==> config.mk <==
export PLATFORM = sky130hd
export DESIGN_NAME = irq_pending_ctrl
export DESIGN_NICKNAME = d
export VERILOG_FILES = /design/src/rtl/irq_pending_ctrl.sv
export SDC_FILE = /design/constraint.sdc
export NUM_CORES = 1
export LEC_CHECK = 0
export BUFFER_PORTS_ARGS = -buffer_cell sky130_fd_sc_hd__clkbuf_2
export CAP_MARGIN = 30
export CORE_AREA = 3 3 43 45
export DETAILED_ROUTE_END_ITERATION = 8
export DIE_AREA = 0 0 46 48
export PLACE_DENSITY = 0.86
export SETUP_SLACK_MARGIN = 0.3
export SKIP_LAST_GASP = 1
export SYNTH_ARGS = -nofsm -noshare
export SYNTH_HDL_FRONTEND = slang
export SYNTH_SLANG_ARGS = --single-unit
==> constraint.sdc <==
create_clock -name clk -period 1.8 [get_ports clk]
set_input_delay 0.36 -clock clk [delete_from_list [all_inputs] [get_ports clk]]
set_output_delay 0.36 -clock clk [all_outputs]
set_load 0.1 [all_outputs]
==> src/rtl/irq_pending_ctrl.sv <==
// Request capture: sync, edge detect, pending hold, priority valid/ready output.
// Optional IRQ_PENDING_MASK_EN adds a mask input excluding bits from selection.
module irq_pending_ctrl #(
   parameter int SYNC_STAGES = 2,
   parameter int EDGE_MODE   = 1
) (
   input  logic       clk,
   input  logic       rst_n,
   input  logic       en,
   input  logic [3:0] req_in,
`ifdef IRQ_PENDING_MASK_EN
   input  logic [3:0] mask,
`endif
   output logic       out_valid,
   input  logic       out_ready,
   output logic [1:0] out_code,
   output logic [3:0] pend,
   output logic       ovf,
   input  logic       ovf_clr
);

   typedef enum logic {
      IDLE    = 1'b0,
      PRESENT = 1'b1
   } state_t;

   state_t                        state_q, state_d;
   logic [1:0]                    code_q, code_d;
   logic [3:0]                    pend_q, pend_d;
   logic                          ovf_q, ovf_d;
   logic [SYNC_STAGES-1:0][3:0]   sync_q;
   logic [3:0]                    sdly_q;
   logic [3:0]                    evt_q, evt_d;
   logic [3:0]                    sync;
   logic [3:0]                    evt;
   logic [3:0]                    clr;
   logic [3:0]                    elig;
   logic                          accept;

   function automatic logic [1:0] prio(input logic [3:0] v);
      logic [1:0] r;
      if (v[3])      r = 2'd3;
      else if (v[2]) r = 2'd2;
      else if (v[1]) r = 2'd1;
      else           r = 2'd0;
      return r;
   endfunction

   assign sync = sync_q[SYNC_STAGES-1];

   // Edge result is registered, so pend follows one edge after sdly_q.
   always_comb begin
      evt_d = sync;
      if (EDGE_MODE != 0) evt_d = sync & ~sdly_q;
   end

   assign evt    = evt_q & {4{en}};
   assign accept = (state_q == PRESENT) & out_ready;
   assign clr    = accept ? (4'b0001 << code_q) : 4'b0000;

`ifdef IRQ_PENDING_MASK_EN
   assign elig = pend_q & ~mask;
`else
   assign elig = pend_q;
`endif

   always_comb begin
      pend_d = (pend_q & ~clr) | evt;
      ovf_d  = (|(evt & pend_q & ~clr)) | (ovf_q & ~ovf_clr);
   end

   always_comb begin
      state_d = state_q;
      code_d  = code_q;
      unique case (state_q)
         IDLE: begin
            if (|elig) begin
               state_d = PRESENT;
               code_d  = prio(elig);
            end
         end
         PRESENT: begin
            if (out_ready) state_d = IDLE;
         end
         default: state_d = IDLE;
      endcase
   end

   always_ff @(posedge clk or negedge rst_n) begin
      if (!rst_n) begin
         sync_q  <= '0;
         sdly_q  <= '0;
         evt_q   <= '0;
         pend_q  <= '0;
         ovf_q   <= 1'b0;
         code_q  <= 2'd0;
         state_q <= IDLE;
      end else begin
         sync_q[0] <= req_in;
         for (int i = 1; i < SYNC_STAGES; i++) sync_q[i] <= sync_q[i-1];
         sdly_q  <= sync;
         evt_q   <= evt_d;
         pend_q  <= pend_d;
         ovf_q   <= ovf_d;
         code_q  <= code_d;
         state_q <= state_d;
      end
   end

   assign out_valid = (state_q == PRESENT);
   assign out_code  = code_q;
   assign pend      = pend_q;
   assign ovf       = ovf_q;

endmodule

==> results of run 1 <==
placed cells by master (no fill, tap or decap), types with 2 or more instances in the layout:
cell type / Yosys / routed
clkbuf_8: 0 / 2
nor2b_1: 4 / 4
inv_1: 3 / 3
clkbuf_2: 0 / 8
clkbuf_4: 0 / 8
nor2_1: 3 / 3
a22o_1: 2 / 2
o21ai_0: 5 / 5
dfrtp_2: 0 / 4
dfrtp_1: 24 / 19
nand4b_1: 2 / 2
state kept, by name (all words and copies together) (netlist names):
signal and cells:
pend 4, sync_q 4, evt_q 4, ovf 1
out_code 2, sdly_q 4, sync 4, out_valid 1
metrics by stage:
stage               worst slack (ps)  util, %
floorplan                        303        -
global placement                 516     61.4
detailed placement               503     61.4
CTS                              255     65.5
global route                     302     65.8
finish                           343     65.8
area by class of cell:
cell class                      count  area (um^2)
Inverter                            3         11.3
Tap cell                           16         20.0
Fill cell                         109          515
Clock buffer                        4         36.3
Sequential cell                    24          609
Multi-Input combinational cell     28          204
Timing Repair Buffer               16          110
how the worst min path moves through the flow:
stage	end	cells past startpoint	slack, ps
finish	ovf	1	10
global placement	sync[0]	0	330
floorplan	evt_q[0]	0	60
detailed placement	sync[1]	0	340
global route	pend[1]	1	30
CTS	pend[1]	1	20
Yosys cell counts (2+ instances only):
cell type	n	share of area [%]
inv_1	3	1.4
nor2b_1	4	3.1
dfrtp_1	24	73
nand4b_1	2	2.1
a22o_1	2	2.1
nor2_1	3	1.4
o21ai_0	5	3.1
cells by family (layout without fill, tap and decap cells):
family / after synthesis / after routing
AOI/OAI and AO/OA: 13 / 13
buffers and inverters: 4 / 23
and+or+nand+nor: 15 / 15
DFF: 24 / 24
metal layers:
metal | GRT usage (%) | part of all wire (%) | vias up
met4 | 10.2 | 1.6 | 0
li1 | - | - | 236
met5 | 0 | 0 | -
met2 | 24.2 | 50 | 16
met3 | 2.26 | 5.8 | 4
met1 | 13.8 | 42 | 252
timing repair:
| action | in CTS | in global routing |
|---|---|---|
| setup buffers | 0 | 0 |
| endpoints found under the setup margin | 8 | 2 |
| gates resized for setup | 9 | 3 |
| pin swaps | 0 | 0 |
==> impl_results.md, run 1 <==
- Instance count of the mapped netlist: 56
- Area of the mapped netlist: 818 um^2
- Hold Crit Class: in -> async
- Skew-Pair Late Insertion Delay: 310 ps
- Placement-stage cell area: 925 um^2
- Depth of the critical timing path with buffers and inverters included: 1
- Maximum frequency from static timing analysis: 686 MHz
- Setup Viol. Count Final: 0
- TritonCTS clock tree: done
- Number of global-route vias before repair: 455
- Total count of max-transition violations in the final report: 0
- Count of non-filler cells in the finished layout: 91
- Share of cell area taken by muxes after synthesis: 0%
- Dominant combinational cell family by area after synthesis: simple AND/OR/NAND/NOR gates
- Worst-path cell chain: clkbuf_4
- Worst r2r dst: ovf
- Post-layout minimum cycle time: 1460 ps
- Sinks on the clock net: 24
- Via total after detailed routing: 508
- Top_reg_cell synth: dfrtp_1
- Warnings, synthesis: 0
- Global Route Usage Sum: 13.4%
- Number of flops mapped to enable cells by yosys: 0
- Share of flip-flops with an asynchronous set or reset after synthesis: 100%
- Post-route ant nets: 0
- Global-route wire length before repair: slightly below 2000 um
- DR vias/cell: 5.58
- Proportion of synthesized chip area in sequential cells: 73.4%
- Total buffers and inverters traversed by the critical path: 1
- Worst-case register-to-register setup slack: between 400 and 500 ps
- Final nets: 85
- Number of distinct standard cells referenced by the synthesized netlist: 20
- CP Launch Type: register
- Share of cells above drive strength 1: between 30% and 40%
- Seq cells post-synth: 24
- Io pins: 17
- Die Height: 48 um
- Required time of the critical path: 1440 ps
- Number of levels the H-tree was split into: 1
- Largest fanout on the critical path: 6
- Clock transition at path regs: 120 ps
- Number of cells in the design after placement: 87
- Setup repair after global routing missed its margin: no
- Number of buffers created by CTS: 3
- Wire length per cell: 14.0 um
- N_diodes: 0
- Placement Rows: 14
- Quantity of I/O buffers inserted on ports: 16
- Hold-fix buffers, CTS: 0
- Fraction of the mapped netlist area in simple logic gates: 12.5%
- DRC marker count from the first detailed-route iteration: 7
- Crit share post-route: 80.9%
- Worst Setup End Kind: output pin
- Result of the run: finished, final reports clean
- Total negative slack: 0 ps
- Area growth, synth to finish: 21.1%
- Cell with the biggest individual delay on the critical path: dfrtp_2
- Crit path from: out_code[1]
- Slew at the pin closest to its max-slew limit: 556 ps
- Synthesized net count: 65
- Core ar.: approximately 1500 um^2
- Cell class contributing the biggest share of worst-path delay: flip-flops
- Grt total ovfl: 0
- Residual DRC count: 0
- Post-synthesis area per instance: 14.6 um^2
- Length in cells of the worst reg-to-reg path: 3
- Root buffer cell: clkbuf_4
- Maximum number of pins on one net before global-route repair: 25
- Max cap viols: 0
- Compound-gate portion of the synthesized area: between 10% and 20%
- Effective utilization at floorplan: 54.3%
- Die area: around 2200 um^2
- Worst Setup EP: out_code[1]
- Adder-cell share of the synthesized area: 0%
- Layout Skew: 3.00 ps
- Data arrival time of the worst path: 1100 ps
- DP Wirelength: slightly above 900 um
- RePlAce Congestion: 0.800
- Highest cell delay on the worst timing path: approximately 440 ps
- Number of buffers between clock root and the deepest sink: 2
- Slew headroom: approximately 63%
- Number of hold violations in the final report: 0
- Pre-antenna DRT Iters: 4
- Reg2Reg Launch Point: out_code[0]
- Hold slack final: 14.5 ps
- Worst Path Class, Setup: reg -> out
- Post-synthesis xor/xnor area fraction: 0%
- Final design area excluding fillers: 991 um^2
- Total length of routed wires: 1270 um
- Initial antenna violation count: 0
- Width of the die: approximately 46 um
Power of run 1 is not shown: default switching activity piles up to over one toggle a cycle in this logic, so the estimate is an artifact.
==> inputs of run 2 (changes only) <==
--- a/config.mk
+++ b/config.mk
@@ -5,12 +5,13 @@
 export SDC_FILE = /design/constraint.sdc
 export NUM_CORES = 1
 export LEC_CHECK = 0
+export ABC_AREA = 1
 export BUFFER_PORTS_ARGS = -buffer_cell sky130_fd_sc_hd__clkbuf_2
 export CAP_MARGIN = 30
-export CORE_AREA = 3 3 43 45
+export CORE_AREA = 3 3 48 50
 export DETAILED_ROUTE_END_ITERATION = 8
-export DIE_AREA = 0 0 46 48
-export PLACE_DENSITY = 0.86
+export DIE_AREA = 0 0 51 53
+export PLACE_DENSITY = 0.76
 export SETUP_SLACK_MARGIN = 0.3
 export SKIP_LAST_GASP = 1
 export SYNTH_ARGS = -nofsm -noshare
==> constraint.sdc (replaced) <==
create_clock -name clk -period 1.2 [get_ports clk]
set_input_delay 0.24 -clock clk [delete_from_list [all_inputs] [get_ports clk]]
set_output_delay 0.24 -clock clk [all_outputs]
set_load 0.1 [all_outputs]
==> impl_results.md, run 2 <==
- DR vias/cell: 4.77 (-15%)
- Post-layout minimum cycle time: around 1200 ps
- Total buffers and inverters traversed by the critical path: 1 (unchanged)
- Result of the run: complete, but fails checks
- Share of the synthesized area in the top cell type: 70.6% (-2.8 points)
- Setup repair after global routing missed its margin: yes
- Worst Path Class, Setup: reg -> out
- N_diodes: 0 (unchanged)
- Required time of the critical path: 960 ps (-480 ps)
- Final design area excluding fillers: 1250 um^2 (+26%)
- Number of hold violations in the final report: 24 (+24)
- Slew headroom: 62.1% (-0.86 points)
- Met2 Routed Length: 862 um (+34%)
- Total count of max-transition violations in the final report: 0 (unchanged)
- DRT met1 WL: 567 um (+5.8%)
- Worst r2r dst: ovf
- Worst Setup End Kind: output pin
- Length in cells of the worst reg-to-reg path: 7 (+4)
- DRC marker count from the first detailed-route iteration: 4 (-3)
- Cell with the biggest individual delay on the critical path: dfrtp_4
- Residual DRC count: 0 (unchanged)
- Number of global-route vias before repair: 670 (+47%)
- Die area: 2700 um^2 (+22%)
- Fillers: 157 (+44%)
- Commonest non-fill, non-tap cells in the layout: 16 x dfrtp_1, 15 x nand2_1
- Share of cells above drive strength 1: 49.1% (+13 points)
- Synthesized net count: 91 (+40%)
- Die Height: 53 um (+10%)
- Instance count of the mapped netlist: 82 (+46%)
- Data arrival time of the worst path: 1000 ps (-100 ps)
- Global-route wire length before repair: 2680 um (+38%)
- Number of buffers between clock root and the deepest sink: 2 (unchanged)
- Io pins: 17 (unchanged)
- Pre-antenna DRT Iters: 3 (-1)
- Post-synthesis area per instance: 10.4 um^2 (-29%)
- Clock transition at path regs: 120 ps (about the same)
- Worst-path cell chain: buf_12
- Cell class contributing the biggest share of worst-path delay: flip-flops
- Initial antenna violation count: 0 (unchanged)
- Layout Skew: 3.88 ps (+0.886 ps)
- Largest fanout on the critical path: 2 (-4)
- Maximum number of pins on one net before global-route repair: 25 (unchanged)
- Hold Crit Class: in -> async
- Area growth, synth to finish: 47.1%
- List of most frequent post-synthesis cells: 24 x dfrtp_1, 17 x nand2_1, 12 x inv_1
- Most frequent cell after synthesis: dfrtp_1
- Maximum frequency from static timing analysis: 807 MHz
- Warnings, synthesis: 0 (unchanged)
- Core ar.: 1940 um^2 (+29%)
- Post-route ant nets: 0 (unchanged)
- Width of the die: 51 um (+11%)
- Via total after detailed routing: 653 (+29%)
- Cell type with the highest aggregate area in the netlist: dfrtp_1
- RePlAce Congestion: 0.876 (+9.5%)
- Root buffer cell: clkbuf_4
- Min setup slack post-route: -38.8 ps (-382 ps)
- Placement Rows: 16 (+2)
- Wire length per cell: 11.2 um (-20%)
- Crit share post-route: 103%
- Skew-Pair Late Insertion Delay: 300 ps (about the same)
- Total length of routed wires: 1530 um (+21%)
- Sinks on the clock net: 24 (unchanged)
- Final nets: 121 (+42%)
- Proportion of synthesized chip area in sequential cells: 70.6% (-2.8 points)
- Failing checks: hold timing, setup timing
- Seq cells post-synth: 24 (unchanged)
- Most common cell after layout, fill and taps aside: dfrtp_1
- Slew at the pin closest to its max-slew limit: 569 ps (+12.9 ps)
- DP Wirelength: 1040 um (+14%)
- CP Launch Type: register
- Worst-case register-to-register setup slack: 20 ps (-470 ps)
- Top_reg_cell synth: dfrtp_1
- Setup Viol. Count Final: 8 (+8)
- Hold slack final: -95.1 ps (-110 ps)
- Number of buffers created by CTS: 3 (unchanged)
- Global Route Usage Sum: 13.7% (+0.30 points)
- Effective utilization at floorplan: 43.8% (-11 points)
- Max cap viols: 0 (unchanged)
- Main area contributors after synthesis: dfrtp_1 71%, nand2_1 7.5%, inv_1 5.3%
- Number of flops mapped to enable cells by yosys: 0 (unchanged)
- Grt total ovfl: 0 (unchanged)
- Quantity of I/O buffers inserted on ports: 16 (unchanged)
- Reg2Reg Launch Point: out_code[1]
- Share of flip-flops with an asynchronous set or reset after synthesis: 100% (unchanged)
- Number of distinct standard cells referenced by the synthesized netlist: 11 (-45%)
- TritonCTS clock tree: done
- Area of the mapped netlist: 851 um^2 (+4.0%)
- Placement-stage cell area: 1120 um^2 (+21%)
- Worst slack after detailed placement: 106 ps (-397 ps)
- Highest cell delay on the worst timing path: 520 ps (+80 ps)
- Routed wl met3: 78 um (+5.4%)
- Number of levels the H-tree was split into: 1 (unchanged)
- Top metal layer carrying routed signals: met4
-- run 2: cell count changes after synthesis, moves of 4 or more --
cell | before | now
nand3_1 | 0 | 4
nor2b_1 | 4 | 0
nand2_1 | 1 | 17
nor2_1 | 3 | 10
inv_1 | 3 | 12
nor2_2 | 0 | 4
-- run 2: layer usage --
| layer | vias up | track usage, % |
|---|---|---|
| met5 | - | 0 |
| met4 | 0 | 12.1 |
| met3 | 4 | 2.25 |
| met2 | 19 | 24.7 |
| met1 | 326 | 13.6 |
| li1 | 304 | - |
-- run 2: logic make-up (layout without fill, tap and decap cells) --
| kind of cell | count (synthesis) | after routing | synth area share, % |
|---|---|---|---|
| flip-flops | 24 | 24 | 70.6 |
| AND/OR/NAND/NOR | 39 | 39 | 20.1 |
| buffers and inverters | 13 | 41 | 5.73 |
| AO/OA/AOI/OAI | 6 | 6 | 3.53 |
-- run 2: timing repair --
| item | 4_1_cts | 5_1_grt |
|---|---|---|
| gates resized for setup | 2 | 10 |
| pin swaps | 4 | 5 |
| endpoints found under the setup margin | 15 | 16 |
| buffers inserted | 9 | 0 |
| hold endpoints to repair | 24 | 24 |
-- run 2: area by class of cell --
type                            instances  area, um^2  area share [%]
Clock buffer                            3        22.5            1.80
Inverter                               13        48.8            3.90
Multi-Input combinational cell         45         225            18.0
Sequential cell                        24         631            50.4
Tap cell                               27        33.8            2.70
Timing Repair Buffer                   25         290            23.2
-- run 2: per-stage QoR --
step / instances / hold slack, ps / TNS [ps] / util, %
global placement: 125 / 256 / 0 / 57.7
CTS: 137 / -90.4 / -377 / 62.6
finish: 137 / -95.1 / -239 / 64.4
detailed placement: 125 / 262 / 0 / 57.7
floorplan: 82 / -55.6 / 0 / -
global route: 137 / -72.8 / -632 / 64.4
-- run 2: worst max-delay path by stage --
stage | start | endpoint | slack [ps] | depth (start not counted)
finish | out_code[0] | out_code[0] | -40 | 1
global route | out_code[0] | out_code[0] | -80 | 1
CTS | pend[2] | pend[2] | -50 | 1
detailed placement | out_code[1] | ovf | 110 | 6
global placement | out_code[1] | ovf | 160 | 6
floorplan | out_code[1] | ovf | 50 | 6
Power of run 2 is left out for the same reason.
